===== src/rtl/fetch_unit.sv =====
// Instruction-fetch stage: owns the PC, registers the fetched word into IF/ID,
// and handles stall, branch/jump redirect with a one-bubble flush, and halt.
module fetch_unit #(
    parameter int unsigned              PC_WIDTH  = 8,
    parameter logic [PC_WIDTH-1:0]      RESET_PC  = '0,
    parameter logic [31:0]              HALT_WORD = 32'hFFFF_FFFF,
    parameter logic [31:0]              NOP_WORD  = 32'h0000_0000
) (
    input  logic                clock,
    input  logic                reset,
    input  logic                stall,
    input  logic                branch_taken,
    input  logic [PC_WIDTH-1:0] branch_target,
    input  logic                jump,
    input  logic [PC_WIDTH-1:0] jump_target,
    input  logic [31:0]         instruction,
    output logic [PC_WIDTH-1:0] pc,
    output logic [31:0]         ifid_instruction,
    output logic [PC_WIDTH-1:0] ifid_pc_plus1,
    output logic                ifid_valid,
    output logic                halted,
    output logic [15:0]         fetch_count
);

    typedef enum logic {
        RUN,
        HALT
    } state_t;

    state_t state, state_next;

    logic [PC_WIDTH-1:0] pc_next;
    logic [PC_WIDTH-1:0] pc_inc;
    logic [31:0]         ifid_instruction_next;
    logic [PC_WIDTH-1:0] ifid_pc_plus1_next;
    logic                ifid_valid_next;
    logic                halted_next;
    logic [15:0]         fetch_count_next;
    logic [15:0]         fetch_count_inc;

    // Modulo-2^PC_WIDTH increment; 255+1 wraps to 0 for the default width.
    assign pc_inc          = pc + PC_WIDTH'(1);
    assign fetch_count_inc = (fetch_count == 16'hFFFF) ? fetch_count : fetch_count + 16'd1;

    always_ff @(posedge clock) begin
        if (reset) begin
            state <= RUN;
        end else begin
            state <= state_next;
        end
    end

    always_comb begin
        state_next            = state;
        pc_next               = pc;
        ifid_instruction_next = ifid_instruction;
        ifid_pc_plus1_next    = ifid_pc_plus1;
        ifid_valid_next       = ifid_valid;
        halted_next           = halted;
        fetch_count_next      = fetch_count;

        case (state)
            RUN: begin
                if (branch_taken || jump) begin
                    // A halt marker seen while redirecting is on the wrong path.
                    pc_next               = jump ? jump_target : branch_target;
                    ifid_instruction_next = NOP_WORD;
                    ifid_pc_plus1_next    = '0;
                    ifid_valid_next       = 1'b0;
                end else if (stall) begin
                    pc_next = pc;
                end else if (instruction == HALT_WORD) begin
                    state_next            = HALT;
                    halted_next           = 1'b1;
                    ifid_instruction_next = NOP_WORD;
                    ifid_valid_next       = 1'b0;
                end else begin
                    pc_next               = pc_inc;
                    ifid_instruction_next = instruction;
                    ifid_pc_plus1_next    = pc_inc;
                    ifid_valid_next       = 1'b1;
                    fetch_count_next      = fetch_count_inc;
                end
            end
            HALT: begin
                ifid_instruction_next = NOP_WORD;
                ifid_valid_next       = 1'b0;
                halted_next           = 1'b1;
            end
            default: begin
                state_next = RUN;
            end
        endcase
    end

    always_ff @(posedge clock) begin
        if (reset) begin
            pc               <= RESET_PC;
            ifid_instruction <= NOP_WORD;
            ifid_pc_plus1    <= '0;
            ifid_valid       <= 1'b0;
            halted           <= 1'b0;
            fetch_count      <= '0;
        end else begin
            pc               <= pc_next;
            ifid_instruction <= ifid_instruction_next;
            ifid_pc_plus1    <= ifid_pc_plus1_next;
            ifid_valid       <= ifid_valid_next;
            halted           <= halted_next;
            fetch_count      <= fetch_count_next;
        end
    end

endmodule


===== config.mk =====
export PLATFORM = sky130hd
export DESIGN_NAME = fetch_unit
export DESIGN_NICKNAME = d
export VERILOG_FILES = /design/src/rtl/fetch_unit.sv
export SDC_FILE = /design/constraint.sdc
export NUM_CORES = 1
export LEC_CHECK = 0
export ABC_CLOCK_PERIOD_IN_PS = 2700
export BUFFER_PORTS_ARGS = -buffer_cell sky130_fd_sc_hd__buf_4
export CORE_AREA = 5 5 88 90
export CTS_BUF_LIST = sky130_fd_sc_hd__clkbuf_4
export CTS_CLUSTER_SIZE = 24
export DETAILED_ROUTE_END_ITERATION = 8
export DIE_AREA = 0 0 93 95
export PLACE_DENSITY = 0.73
export SKIP_CTS_REPAIR_TIMING = 1
export SLEW_MARGIN = 5
export SYNTH_ARGS = -nofsm -noshare
export SYNTH_HDL_FRONTEND = slang
export SYNTH_SLANG_ARGS = --single-unit
export TNS_END_PERCENT = 10

===== constraint.sdc =====
create_clock -name clock -period 2.7 [get_ports clock]
set_input_delay 0.27 -clock clock [delete_from_list [all_inputs] [get_ports clock]]
set_output_delay 0.27 -clock clock [all_outputs]
set_load 0.01 [all_outputs]

* Yosys cells after proc, flatten, opt, wreduce, memory -nomap -nowiden
Cells that the tools add are included.
** Storage, ports and cells
- Register bits :: 67
- Bits in read-only memories :: 0
- Word-level logic and storage cells :: 47
- Bits of input ports :: 53
- Output and inout bits :: 66
- Memories :: 0
- RAM bits :: 0
- Bits in latches :: 0
** Cells by class
- Eq/ne operators :: 8
- Multiply operators :: 0
- Reduce and logical (&&, ||, !) cells :: 4
- $add $sub $neg :: 2
- Muxes and demuxes :: 21
- Shift operators :: 0
- Bitwise operators :: 5
- Div/mod/pow operators :: 0
- Magnitude comparators :: 0
** Operator list (number)
- $mux 32 :: 3
- $pmux 32 s2 :: 1
- $mux 8 :: 5
- $eq 32x32->1 const B :: 1
- $add 16x1->16 const B :: 1
- $eq 16x16->1 const B :: 1
- $mux 1 :: 10
- $add 8x1->8 const B :: 1
- $ne 2x2->1 const B :: 4
- $reduce_and 3->1 :: 2
- $not 1->1 :: 5
- $reduce_and 5->1 :: 1
- $pmux 1 s2 :: 2
- $ne 3x3->1 const B :: 1
- $ne 2x1->1 const B :: 1
- $logic_or 1x1->1 :: 1

* Logic depth before layout (Yosys ltp)
Gate-level depths: netlist (run 1).
- Word-level depth :: 5
- Depth in mapped cells :: 8
- Depth with buffers taken out :: 6

* Least setup slack after synthesis (run 1)
Ideal clock, no wire load.
- Kind :: register -> register
- Start :: register fetch_count[0]
- End :: register fetch_count[10]
- Data required time :: 2630 ps
- Library setup time :: 70 ps
- Stages on the path, launching flop included :: 7
- Setup slack :: 705 ps
- Clock period less this slack :: 1995 ps
- Data arrival time :: 1925 ps
- Path through :: dfxtp_1 -> ha_1 -> inv_1 -> or3_4 -> nor4_4 -> or4b_1 -> a21oi_1
** Between the ends
- Word-level cells in the longest chain between the ends :: 3
** RTL lines
- start, declared :: RTL line 22 : output logic [15:0] fetch_count
- start signal, assigned :: RTL line 110 : fetch_count <= fetch_count_next;
- parallel branches: the longest is 3 deep, another holds $add 16x1->16
Several ways; the timed one is not identified.
A chain may end at the register's enable or synchronous reset.

* Worst setup path after layout (run 1)
- Start :: register state
- End :: register pc[5]
** Between the ends
- Word-level cells in the longest chain between the ends :: 2
** RTL lines
- start, declared :: RTL line 30 : state_t state, state_next;
- start signal, assigned :: RTL line 49 : state <= state_next;
- $not 1->1 (no line)
- $reduce_and 3->1 (no line)
- end signal, assigned :: RTL line 105 : pc <= pc_next;
- end, declared :: RTL line 17 : output logic [PC_WIDTH-1:0] pc,
Every way passes these cells.

==> summary.txt, run 1 <==
Slowest stage delay, CP: 0.74 ns
Routed via count: 2976
DRC: 0
Critical path type: flop to flop
Core region area: 6980 um^2
WHS Path Cells: 2
H-Tree Depth: 3
RSZ-0062 raised after global routing: false
Synthesized area per cell: 9.33 um^2
Chip height: 95 um
Post-Syn Instances: 318
Fin. max-slew vios: 0
Fillers: 645
R2r startpoint: state
CP startpoint: state
Sequential Power Share: 50.5%
Port buffer count: 118
Inserted Clock Buffers: 9
Clock sink count: 67
Min Tclk post-route: 2.18 ns
Clk Tree Root Cell: clkbuf_4
CTS clk-pin slew, worst paths: 0.13 ns
Ratio of cells with drive above 1 in the final layout: 33.8%
Clock power share: 38.9%
Count leader, synth: dfxtp_1
Largest net degree at the start of global routing: 38
Leakage: 1.64 nW
DRT Wirelength: 8540 um
Max clock buf depth: 2
Internal power: 1.51 mW
Crit path DAT: 2.49 ns
DP Area: 3870 um^2
Vias per cell: 5.76
Main synth FF type: dfxtp_1
Final instance area: 4040 um^2
Yosys warnings: 0
TritonCTS clock tree: done
Post-synthesis cell area: 2970 um^2
Synth Register Bits: 67
Syn Nets: 373
Crit path max fanout: 12
Routability Congestion: 0.874
Total power: 2.05 mW
Switching part of the total power: 26.2%
Nature of the critical path startpoint: flop
Fin crit share: 80.7%
Router iterations before antenna repair: 4
Final Skew: 0.0189 ns
Area grow syn2layout: 36.3%
Worst vdd ir: 0.000276 V
Async S/R FF share, synth: 0%
Max-slew headroom: 36.7%
Max-cap violations: 0
Crit-path cells: or2_2 > a21oi_1 > nor2_1 > o41ai_1
Worst setup EP type: flop
Register area: 1340 um^2
Hold Violations, Final: 0
Post-synth top area cell: dfxtp_1
PD cells: 506 nW/um^2
Wire length per cell: 16.5 um
Worst-Margin Slew: 0.949 ns
Post-detail-place hpwl: 6400 um
Status: completed
Setup_tns: 0 ns
Hold crit path type: input port to flop
Required @ worst endpoint: 3.01 ns
Slowest CP cell: a21oi_1
Top cells by area, synth: dfxtp_1 45%, a22o_1 10%, a21oi_1 4.6%, nand3_1 2.5%, nand4_1 2.5%
Final Core Density: 57.9%
Area of the multi-input gates: 1490 um^2
Worst reg-to-reg path cell count: 4
Synth unique cells: 50
Synth top area share: 45.2%
Ant. Diodes: 0
Switching power: 536 uW
Final setup viols: 0
Worst Hold Launch: instruction[16]
First-pass GRT wire length: 13800 um
Highest Clock Rate: 459 MHz
Gr usage total: 19.4%
Layout Nets: 485
Number of I/O pins: 119
Vias in the first global route: 2850
Gr ovfl total: 0
Final WS setup: 0.521 ns
Routed Antenna Nets: 0
Die footprint: 8840 um^2
Initial drt markers: 105
Clk Latency, worst-skew pair: 0.42 ns
Seq/Total Area, Yosys: 45.2%
Dpl ws: 0.575 ns
Initial antenna violation count: 0
DIE WIDTH: 93 um
Top cells by count, synth: 67 x dfxtp_1, 34 x a22o_1, 27 x a21oi_1
Standard-cell row count: 31
Initial Util: 42.5%
EDFF count, synth: 0
Gate power share: 10.7%
## final timing paths
path	end	slack (ns)
worst max-delay path	pc[5]	0.52
worst min-delay path	ifid_instruction[16]	0.06
worst max register to register	pc[5]	0.52
worst min register to register	halted	0.47
## cell type report
| class | count | area share (%) |
|---|---|---|
| clock buffers | 9 | 1.67 |
| clock inverters | 7 | 2.60 |
| inverters | 7 | 0.650 |
| multi-input cells | 223 | 36.7 |
| flip-flops and latches | 67 | 33.2 |
| well taps | 82 | 2.54 |
| repair buffers | 122 | 22.6 |
## power by group through the flow
stage	clock network [mW]	registers (mW)	logic, mW
after CTS	0.822	1.03	0.218
after floorplan	0	1.06	0.0929
after global routing	0.864	1.04	0.238
after detailed placement	0	1.05	0.218
after global placement	0	1.05	0.215
final	0.796	1.03	0.218
## critical path, delay by kind of cell, from the launching register on
family | cells | cell delay [ns]
AO/OA/AOI/OAI | 2 | 1.12
AND/OR/NAND/NOR | 2 | 0.53
flip-flops | 1 | 0.43
## kinds of logic after synthesis
logic type,synth area share (%)
adder cells (fa/ha/maj),0.843
multiplexers,0.675
flip-flops,45.2
XOR/XNOR,1.77
AND/OR/NAND/NOR,21.0
buffers and inverters,4.89
AO/OA/AOI/OAI,25.6
## cells in the final DEF (no fill, tap or decap), types with 3 or more instances in the layout
cell type	instances
or3_1	6
nand2b_1	4
a22oi_1	4
nor2b_1	5
a21oi_1	27
clkbuf_4	9
a211oi_1	3
nor2_1	13
inv_1	7
xnor2_1	3
dfxtp_1	67
nand3_1	15
nand4_1	12
a22o_1	34
xor2_1	3
nor4_1	3
o41ai_1	6
inv_6	3
nand2_1	16
o31ai_1	9
nor3_1	8
buf_4	122
or4_1	8
o21ai_0	11
## metrics by stage
| stage | hold slack (ns) | cells |
|---|---|---|
| finish | 0.0607 | 517 |
| global route | 0.0300 | 517 |
| CTS | 0.0337 | 517 |
| detailed placement | 0.446 | 501 |
| global placement | 0.441 | 501 |
| floorplan | 0.396 | 318 |
## per-layer routing
layer | global-route usage (%) | up-vias | part of all wire, %
li1 | - | 1458 | -
met1 | 25.8 | 1393 | 46
met2 | 30.3 | 115 | 45
met3 | 4.54 | 10 | 7.2
met4 | 7.81 | 0 | 1.2
met5 | 0 | - | 0
## state kept, by name (all words and copies together), names as in the netlist
register          count
pc                    8
fetch_count          16
ifid_instruction     32
halted                1
state                 1
ifid_valid            1
ifid_pc_plus1         8
Note: power is estimated with default switching activity, not from simulation.
==> run 2: changes to the inputs <==
--- a/config.mk
+++ b/config.mk
@@ -5,14 +5,14 @@
 export SDC_FILE = /design/constraint.sdc
 export NUM_CORES = 1
 export LEC_CHECK = 0
-export ABC_CLOCK_PERIOD_IN_PS = 2700
+export ABC_CLOCK_PERIOD_IN_PS = 1950
 export BUFFER_PORTS_ARGS = -buffer_cell sky130_fd_sc_hd__buf_4
 export CORE_AREA = 5 5 88 90
 export CTS_BUF_LIST = sky130_fd_sc_hd__clkbuf_4
 export CTS_CLUSTER_SIZE = 24
 export DETAILED_ROUTE_END_ITERATION = 8
 export DIE_AREA = 0 0 93 95
-export PLACE_DENSITY = 0.73
+export PLACE_DENSITY = 0.76
 export SKIP_CTS_REPAIR_TIMING = 1
 export SLEW_MARGIN = 5
 export SYNTH_ARGS = -nofsm -noshare
==> constraint.sdc (replaced) <==
create_clock -name clock -period 1.95 [get_ports clock]
set_input_delay 0.195 -clock clock [delete_from_list [all_inputs] [get_ports clock]]
set_output_delay 0.195 -clock clock [all_outputs]
set_load 0.01 [all_outputs]
==> run 2 against run 1 <==
Net effect: fmax up 19%; sequential share of layout area down 3.9 points; clock power up 28%; clock-buffer cell count unchanged; critical path type unchanged; global-route usage about the same; cell count up 11%; clock skew down 0.0080 ns.
==> summary.txt, run 2 (synthesis gave the netlist of run 1 again) <==
Status: completed
Router iterations before antenna repair: 4
DRC: 0
Initial antenna violation count: 0
Most common cell after layout, fill and taps aside: buf_4
Vias in the first global route: 2861
Clock sink count: 67
Fin crit share: 94.2%
Dpl cells: 530
Hold crit path type: input port to flop
Max clock buf depth: 2
PD cells: 618 nW/um^2
Routability Congestion: 0.857
Min Hold Slack: 0.0105 ns
Most frequent cells in the layout: 150 x buf_4, 65 x dfxtp_1, 34 x a22o_1
Top flop regs: ifid_instruction x32, fetch_count x16
R2R setup slack: 0.11 ns
Final Skew: 0.0109 ns
CTS clk-pin slew, worst paths: 0.11 ns
Crit path max fanout: 4
Required @ worst endpoint: 2.29 ns
R2r startpoint: fetch_count[0]
Largest net degree at the start of global routing: 37
Gr ovfl total: 0
Slowest stage delay, CP: 0.45 ns
Ratio of cells with drive above 1 in the final layout: 36.4%
Stages on worst setup path: 6
Ant. Diodes: 0
WHS Endpoint: ifid_instruction[25]
Fin. max-slew vios: 0
CP top delay family: simple AND/OR/NAND/NOR gates
Standard-cell row count: 31
Worst vdd ir: 0.000391 V
DRT Wirelength: 9600 um
Worst setup EP type: flop
Leakage: 1.91 nW
Chip height: 95 um
Critical path type: flop to flop
First-pass GRT wire length: 13600 um
Vias per cell: 5.61
Nature of the critical path startpoint: flop
Number of I/O pins: 119
Final std cells w/o fill: 576
Post-detail-place hpwl: 6690 um
End of the worst register-to-register path: fetch_count[10]
Crit path DAT: 2.18 ns
Wire length per cell: 16.7 um
Hold Violations, Final: 0
Initial Util: 42.5%
TritonCTS clock tree: done
Area grow syn2layout: 54.6%
Final setup viols: 0
Largest Register: ifid_instruction
Routed Antenna Nets: 0
Clk Tree Root Cell: clkbuf_4
DIE WIDTH: 93 um
Initial drt markers: 203
Max-slew headroom: 61.2%
Die footprint: 8840 um^2
RSZ-0062 raised after global routing: false
Port buffer count: 118
H-Tree Depth: 3
Routed via count: 3232
Slowest CP cell: or4b_1
Highest Clock Rate: 544 MHz
Max-cap violations: 0
Clk Latency, worst-skew pair: 0.41 ns
WHS Path Cells: 2
Inserted Clock Buffers: 9
Min Tclk post-route: 1.84 ns
Core region area: 6980 um^2
Crit-path cells: ha_4 > inv_1 > or3_4 > nor4_4 > or4b_1 > a21oi_1
Worst Hold Launch: instruction[25]
Number of flip-flops in the largest register: 32
Buf/Inv on CP: 1
Layout Nets: 544
Worst reg-to-reg path cell count: 6
Worst-Margin Slew: 0.579 ns
Gr usage total: 19.3%
-- run 2: cell types whose count changed in the layout (fill, tap and decap cells not counted), moves of 2 or more --
cell	before	now
dlygate4sd3_1	0	30
buf_4	122	150
inv_6	3	0
dfxtp_1	67	65
dfxtp_2	0	2
-- run 2: final cells by class --
| cell class | count | area, um^2 |
|---|---|---|
| clock inverter | 7 | 92.6 |
| clock buffer | 9 | 67.6 |
| tap | 82 | 103 |
| timing repair buffer | 181 | 1450 |
| fill | 572 | 2390 |
| multi-input combinational | 223 | 1510 |
| inverter | 7 | 26.3 |
| sequential | 67 | 1340 |
-- run 2: per-stage QoR --
| step | cell area [um^2] | total power [mW] | utilization, % | TNS, ns | worst slack [ns] |
|---|---|---|---|---|---|
| final | 4590 | 2.83 | 65.7 | 0 | 0.113 |
| after global routing | 4590 | 2.96 | 65.7 | 0 | 0.00441 |
| after CTS | 4270 | 2.80 | 61.1 | 0 | 0.0509 |
| after detailed placement | 4110 | 1.79 | 58.8 | -0.200 | -0.0526 |
| after global placement | 4110 | 1.78 | 58.8 | -0.253 | -0.0657 |
| after floorplan | 2970 | 1.60 | - | 0 | 0.0344 |
-- run 2: power breakdown --
group / switching (mW) / leakage, nW / internal (mW)
logic: 0.177 / 1.28 / 0.213
clock network: 0.504 / 0.0796 / 0.515
registers: 0.0276 / 0.544 / 1.40
-- run 2: worst max path at each step --
stage / start / end / slack, ns
final: fetch_count[0] / fetch_count[10] / 0.11
after detailed placement: branch_taken / fetch_count[11] / -0.05
after CTS: state / pc[0] / 0.05
after global routing: fetch_count[3] / fetch_count[11] / 0.004
after floorplan: fetch_count[0] / fetch_count[10] / 0.03
after global placement: branch_taken / fetch_count[15] / -0.07
-- run 2: routing by layer --
metal	share of wire, %	track usage [%]	wire (um)
met1	44	25.1	4180
met2	49	31.1	4680
met3	6.6	4.54	634
met4	1.1	7.57	101
met5	0	0	0
-- run 2: worst reg2reg max path, stage by stage (launching register included) --
cell     delay [ns]
dfxtp_2        0.37
ha_4           0.15
inv_1          0.06
or3_4          0.40
nor4_4         0.21
or4b_1         0.45
a21oi_1        0.14
